--- config.mk ---
export PLATFORM = sky130hd
export DESIGN_NAME = spi_axis_sequencer
export DESIGN_NICKNAME = d
export VERILOG_FILES = /design/src/rtl/spi_axis_sequencer.sv
export SDC_FILE = /design/constraint.sdc
export NUM_CORES = 1
export LEC_CHECK = 0
export CAP_MARGIN = 20
export CORE_AREA = 2 2 141 129
export DETAILED_ROUTE_END_ITERATION = 10
export DIE_AREA = 0 0 143 131
export PLACE_DENSITY_LB_ADDON = 0.3
export SLEW_MARGIN = 25
export SYNTH_ARGS = -nofsm -noshare
export SYNTH_HDL_FRONTEND = slang
export SYNTH_SLANG_ARGS = --single-unit
--- constraint.sdc ---
create_clock -name clk -period 3.2 [get_ports clk]
set_clock_uncertainty 0.15 [all_clocks]
set_input_delay 0.48 -clock clk [delete_from_list [all_inputs] [get_ports clk]]
set_output_delay 0.48 -clock clk [all_outputs]
set_load 0.03 [all_outputs]
--- src/rtl/spi_axis_sequencer.sv ---
// Accelerometer SPI sequencer: two-write init, then periodic burst reads of
// 1..3 axes assembled into signed 16-bit samples, with timeout/overrun flags.
module spi_axis_sequencer #(
  parameter int NUM_AXES       = 3,
  parameter int REQ_DATA_WIDTH = 16,
  parameter int ACK_DATA_WIDTH = 8,
  parameter int PAUSE_CYCLES   = 20000,
  parameter int TIMEOUT_CYCLES = 64,
  parameter logic [7:0] PWR_CTL_VAL  = 8'h08,
  parameter logic [7:0] DATA_FMT_VAL = 8'h4C
) (
  input  logic                      clk,
  input  logic                      rst_n,
  input  logic                      en,
  input  logic                      clr_err,
  output logic                      host_req,
  output logic [REQ_DATA_WIDTH-1:0] host_req_data,
  input  logic                      host_ack,
  input  logic [ACK_DATA_WIDTH-1:0] host_ack_data,
  output logic                      init_done,
  output logic [16*NUM_AXES-1:0]    sample_data,
  output logic                      sample_valid,
  output logic                      err_timeout,
  output logic                      err_overrun
);

  localparam int NBYTES = 2 * NUM_AXES;
  localparam int PW     = (PAUSE_CYCLES > 1) ? $clog2(PAUSE_CYCLES) : 1;
  localparam int TW     = $clog2(TIMEOUT_CYCLES + 1);
  localparam logic [PW-1:0] PERIOD_LAST = PW'(PAUSE_CYCLES - 1);
  localparam logic [TW-1:0] TO_LAST     = TW'(TIMEOUT_CYCLES - 1);
  localparam logic [2:0]    BYTE_LAST   = 3'(NBYTES - 1);

  typedef enum logic [1:0] {ST_INIT, ST_IDLE, ST_READ, ST_DONE} state_e;

  state_e                      state_q;
  logic                        step_q;
  logic [2:0]                  byte_q;
  logic                        req_q;
  logic [REQ_DATA_WIDTH-1:0]   req_data_q;
  logic [PW-1:0]               period_q;
  logic [TW-1:0]               tcnt_q;
  logic                        init_done_q;
  logic [16*NUM_AXES-1:0]      shadow_q;
  logic [16*NUM_AXES-1:0]      sample_q;
  logic                        valid_q;
  logic                        err_to_q, err_ov_q;
  logic                        err_to_d, err_ov_d;
  logic                        tick, ack, timeout;

  function automatic logic [15:0] init_word(input logic step);
    return step ? {2'b00, 6'h31, DATA_FMT_VAL} : {2'b00, 6'h2D, PWR_CTL_VAL};
  endfunction

  function automatic logic [15:0] read_word(input logic [2:0] b);
    return {2'b10, 6'h32 + {3'b000, b}, 8'h00};
  endfunction

  // A flag-setting event in the same cycle as clr_err takes priority.
  always_comb begin
    tick     = init_done_q && (period_q == PERIOD_LAST);
    ack      = req_q && host_ack;
    timeout  = req_q && !host_ack && (tcnt_q == TO_LAST);
    err_to_d = timeout || (err_to_q && !clr_err);
    err_ov_d = (tick && (state_q == ST_READ || state_q == ST_DONE)) ||
               (err_ov_q && !clr_err);
  end

  always_ff @(posedge clk or negedge rst_n) begin
    if (!rst_n) begin
      period_q <= '0;
      tcnt_q   <= '0;
    end else begin
      if (!init_done_q || tick) period_q <= '0;
      else                      period_q <= period_q + 1'b1;
      if (!req_q || host_ack || timeout) tcnt_q <= '0;
      else                               tcnt_q <= tcnt_q + 1'b1;
    end
  end

  always_ff @(posedge clk or negedge rst_n) begin
    if (!rst_n) begin
      state_q     <= ST_INIT;
      step_q      <= 1'b0;
      byte_q      <= '0;
      req_q       <= 1'b0;
      req_data_q  <= '0;
      init_done_q <= 1'b0;
      shadow_q    <= '0;
      sample_q    <= '0;
      valid_q     <= 1'b0;
      err_to_q    <= 1'b0;
      err_ov_q    <= 1'b0;
    end else begin
      valid_q  <= 1'b0;
      err_to_q <= err_to_d;
      err_ov_q <= err_ov_d;
      case (state_q)
        // A timed-out init write is simply re-issued on the following edge.
        ST_INIT: begin
          if (!req_q) begin
            req_q      <= 1'b1;
            req_data_q <= REQ_DATA_WIDTH'(init_word(step_q));
          end else if (ack) begin
            req_q <= 1'b0;
            if (step_q) begin
              init_done_q <= 1'b1;
              state_q     <= ST_IDLE;
            end else begin
              step_q <= 1'b1;
            end
          end else if (timeout) begin
            req_q <= 1'b0;
          end
        end
        ST_IDLE: begin
          if (tick && en) begin
            state_q    <= ST_READ;
            byte_q     <= '0;
            req_q      <= 1'b1;
            req_data_q <= REQ_DATA_WIDTH'(read_word(3'd0));
          end
        end
        ST_READ: begin
          if (!req_q) begin
            req_q      <= 1'b1;
            req_data_q <= REQ_DATA_WIDTH'(read_word(byte_q));
          end else if (ack) begin
            req_q <= 1'b0;
            shadow_q[{byte_q, 3'b000} +: 8] <= host_ack_data[7:0];
            if (byte_q == BYTE_LAST) state_q <= ST_DONE;
            else                     byte_q  <= byte_q + 1'b1;
          end else if (timeout) begin
            req_q   <= 1'b0;
            state_q <= ST_IDLE;
          end
        end
        ST_DONE: begin
          sample_q <= shadow_q;
          valid_q  <= 1'b1;
          state_q  <= ST_IDLE;
        end
        default: state_q <= ST_IDLE;
      endcase
    end
  end

  assign host_req      = req_q;
  assign host_req_data = req_data_q;
  assign init_done     = init_done_q;
  assign sample_data   = sample_q;
  assign sample_valid  = valid_q;
  assign err_timeout   = err_to_q;
  assign err_overrun   = err_ov_q;

endmodule
* Word level (Yosys, flattened, before mapping)
Cells that the tools add are included.
Storage, ports and cells: bits in registers 145, bits in latches 0, memory bits (read-only) 0, memories 0, RAM bits 0
Operators by class: reductions and logical operators 30, mux-type cells 28, $mul 0, add/subtract/negate cells 5, bitwise logic cells 0, div/mod/pow operators 0, order comparisons 0, equality and inequality tests 17, shift operators 2
Operators by type and width (count):
- $bwmux W48 | 1
- $mux W16 | 3
- $pmux W16 S3 | 1
- $shift A8 B8 Y48 const A | 1
- $shiftx A8 B8 Y48 | 1
- $ne A2 B2 Y1 const B | 9
- $mux W2 | 8
- $add A15 B1 Y15 const B | 1
- $eq A15 B15 Y1 const B | 1
- $mux W15 | 1
- $mux W13 | 1
- $mux W3 | 4
- $logic_and A1 B1 Y1 | 8
- $neg A6 Y8 | 1
- $pmux W2 S4 | 1
- $reduce_and A4 Y1 | 2
- $add A7 B1 Y7 const B | 1
- $eq A7 B6 Y1 const B | 1
- $mux W7 | 1
- $reduce_and A7 Y1 | 1
- $add A5 B4 Y6 const A | 1
- $logic_or A1 B1 Y1 | 6
- $pmux W3 S2 | 1
- $reduce_and A3 Y1 | 2
- other kinds (15) | 24

* Logic depth before layout (Yosys ltp)
word-level depth 7, gate-level depth with buffers 9, depth with buffers taken out 6

* Least setup slack after synthesis
OpenSTA, ideal clock, no wires.
path type register to register, start point reg byte_q[0], end point reg shadow_q[32], path buffers 2, data required time 2.922 ns, clock period less this slack 2.355 ns, data arrival time 2.077 ns, stages on the path, launching flop included 9, path slack 0.845 ns, setup time 0.128 ns, path through dfrtp_1 buf_2 inv_1 ha_1 ha_1 clkbuf_1 nand4b_1 nor2_4 mux2_1
On the way: word-level cells in the longest chain between the ends 3, elaborated cells between the ends (all ways) 4, classes of those cells add/sub (1); shift (2); mux (1)
Ends and longest elaborated chain:
- start: declaration | line 38 | logic [2:0] byte_q;
- start signal: assignment | line 132 | else byte_q <= byte_q + 1'b1;
- $neg A6 Y8 (*) | line 130 | shadow_q[{byte_q, 3'b000} +: 8] <= host_ack_data[7:0];
- $shiftx A8 B8 Y48 or $shift A8 B8 Y48 (tied branches) | line 130
- $bwmux W48 (*) | line 130
- end signal: indexed assignment | line 130
- end: declaration | line 44 | logic [16*NUM_AXES-1:0] shadow_q;
Mark *: on every way between the ends. The rest lies on a longest branch, timed or not. A chain may end at the register's enable or synchronous reset.

* Final worst setup path
start point reg byte_q[0], end point reg shadow_q[42]
Same word-level chain as after synthesis.

==> reports/metrics.yaml <==
status: "finished clean"
nNetsFinal: 575
initial_utilization_pct: 34.3
powerDensity_nw_per_um2: 510
drtIter0Drc: 253
slew_headroom_pct: 58.8
peakVddDrop_uv: 317
cts_root_buf: "clkbuf_16"
place.port_buffers: 75
dp_hpwl_mm: 8.76
p_leak_nw: 3.59
clk_pin_slew_worst_paths_ns: 0.06
grt_usage_pct: 14.6
nFillCells: 1601
die_h_um: 131
cap_violations: 0
ys.flop_type: "dfrtp_1"
crit_buf_inv: 1
grt_setup_unrepaired: "no"
synth_edf_count: 0
core_um2: 17300
max_stage_delay_ns: 0.55
syn_inst: 466
whs_ns: 0.311
syn-cell-area_um2: 5940
stdcell_count: 801
slew_viol_final: 0
fin_crit_ns: 2.61
postCtsHoldBufs: 1
yosys_warnings: 0
ios: 82
critPathSlowestCell: "dfrtp_1"
min_path_type: "reg -> reg"
cp_cell_sequence: "inv_1, ha_1, ha_1, nor2_1, nand3_1, mux2_2"
finalCritPeriodShare_pct: 81.4
setup_viol: 0
syn_area_per_cell_um2: 12.8
ys_ff_latch: 138
grt_max_degree: 65
clock_path_buffers: 2
clock_sinks: 138
yosysSeqAreaShare_pct: 58.1
clk_latency_ns: 0.41
worst_pin_slew_ns: 0.613
ant_nets: 0
critical_path.top_delay_family: "adder cells"
postCtsSetupRepairBufs: 0
mostFrequentLayoutCells: "dfrtp_1 (138), clkdlybuf4s50_1 (74), mux2_2 (64), nand2_1 (41), nor2_1 (27)"
placed_cells: 768
die_w_um: 143
wire_per_inst_um: 15.8
setup_tns_ns: 0
gp_congestion: 0.773
grt_antenna_before_repair: 0
syn2layout_area_growth_pct: 27.4
vias: 3768
htree_levels: 4
cp_common_cell: "ha_1"
die_area_um2: 18700
async_flop_share_pct: 100
arrival_ns: 2.75
startpoint_type: "register"
cts_tree: "done"
grt_first_pass_wirelength_mm: 20.9
mostFrequentLayoutCell: "dfrtp_1"
drc_errors: 0
core.rowCount: 46
crit_fanout: 12
first_global_vias: 3949
cts_buffers: 17
crit_required_ns: 3.34
finalWirelength_mm: 12.7
worstSetupEndpointType: "register"
final_util_pct: 43.7
ys_types: 49
hold_violations: 0
n_antenna_cell: 0
max_freq_ghz: 0.384
cts_resized: 0
drive_gt1_share_pct: 20.9
overflow: 0
drt_pass1_iterations: 6
routed_via_density: 4.70
critPathKind: "reg -> reg"
-- layout make-up --
type                            instances  area (µm²)  share of cell area [%]
Sequential cell                       138        3450                    45.6
Multi-Input combinational cell        298        2340                    30.9
Timing Repair Buffer                   80         805                    10.6
Clock buffer                           22         484                    6.39
Tap cell                              240         300                    3.96
Clock inverter                         10         139                    1.83
Inverter                               13        48.8                   0.644
-- power breakdown --
| part | leakage (nW) | internal [W] | total [W] | switching [W] |
|---|---|---|---|---|
| Sequential | 1.91 | 0.00175 | 0.00175 | 0.0000000000000000000769 |
| Clock | 0.295 | 0.00131 | 0.00204 | 0.000730 |
| Combinational | 1.38 | 0.0000187 | 0.0000778 | 0.0000591 |
| Total | 3.59 | 0.00307 | 0.00386 | 0.000790 |
-- metal layers --
metal	vias to the layer above	track usage [%]	part of all wire [%]
li1	1781	-	-
met5	-	0	0
met3	12	4.12	3.8
met1	1891	20.5	49
met2	84	22.3	46
met4	0	4.19	1.1
-- metrics by stage --
stage | cell area (µm²) | setup WS (ns) | total power [W]
final | 7570 | 0.594 | 0.00386
after detailed placement | 6940 | 0.567 | 0.00186
after global placement | 6940 | 0.591 | 0.00186
after global routing | 7570 | 0.376 | 0.00399
after CTS | 7570 | 0.562 | 0.00391
after floorplan | 5960 | 0.845 | 0.00180
-- cells by family (layout without fill, tap and decap cells) --
kind of cell             count (synthesis)  after routing  synth area share, %
flip-flops                             138            138                 58.1
AND/OR/NAND/NOR                        131            131                 11.8
multiplexers                            91             91                 17.5
AO/OA/AOI/OAI                           41             41                 4.55
buffers and inverters                   35            125                 2.82
XOR/XNOR                                15             15                 2.21
adder cells (fa/ha/maj)                 14             14                 2.95
other                                    1              6               0.0631
-- state kept, by name (all words and copies together), names as in the netlist --
signal and count:
sample_data 48, shadow_q 48, period_q 15, host_req_data 9, tcnt_q 7, byte_q 3, state_q 2, err_overrun 1
err_timeout 1, host_req 1, init_done 1, sample_valid 1, step_q 1
-- synth_stat cells (6+ instances only) --
library cell	number	area share [%]
mux2_2	64	12
ha_1	14	2.9
nor2_1	27	1.7
nand2_1	41	2.6
and3_1	6	0.63
inv_1	13	0.82
buf_4	8	1.0
mux2_1	17	3.2
nand3_1	14	1.2
a21oi_1	7	0.59
dfrtp_1	138	58
nand4_1	9	0.95
and2_1	8	0.84
o21ai_0	16	1.3
mux2_4	6	1.5
xor2_1	11	1.6
-- final timing paths --
path	endpoint	cells past startpoint	slack (ns)	start
setup / recovery	shadow_q[42]$_DFFE_PN0P_	6	0.59	byte_q[0]$_DFFE_PN0P_
hold / removal	host_req_data[13]$_DFFE_PN0P_	1	0.31	host_req_data[13]$_DFFE_PN0P_
setup reg to reg	shadow_q[42]$_DFFE_PN0P_	6	0.59	byte_q[0]$_DFFE_PN0P_
hold reg to reg	host_req_data[13]$_DFFE_PN0P_	1	0.31	host_req_data[13]$_DFFE_PN0P_
max in group asynchronous	period_q[3]$_DFF_PN0_	3	1.71	rst_n
min in group asynchronous	period_q[12]$_DFF_PN0_	2	0.45	rst_n
Power figures use the tool's default switching activity.
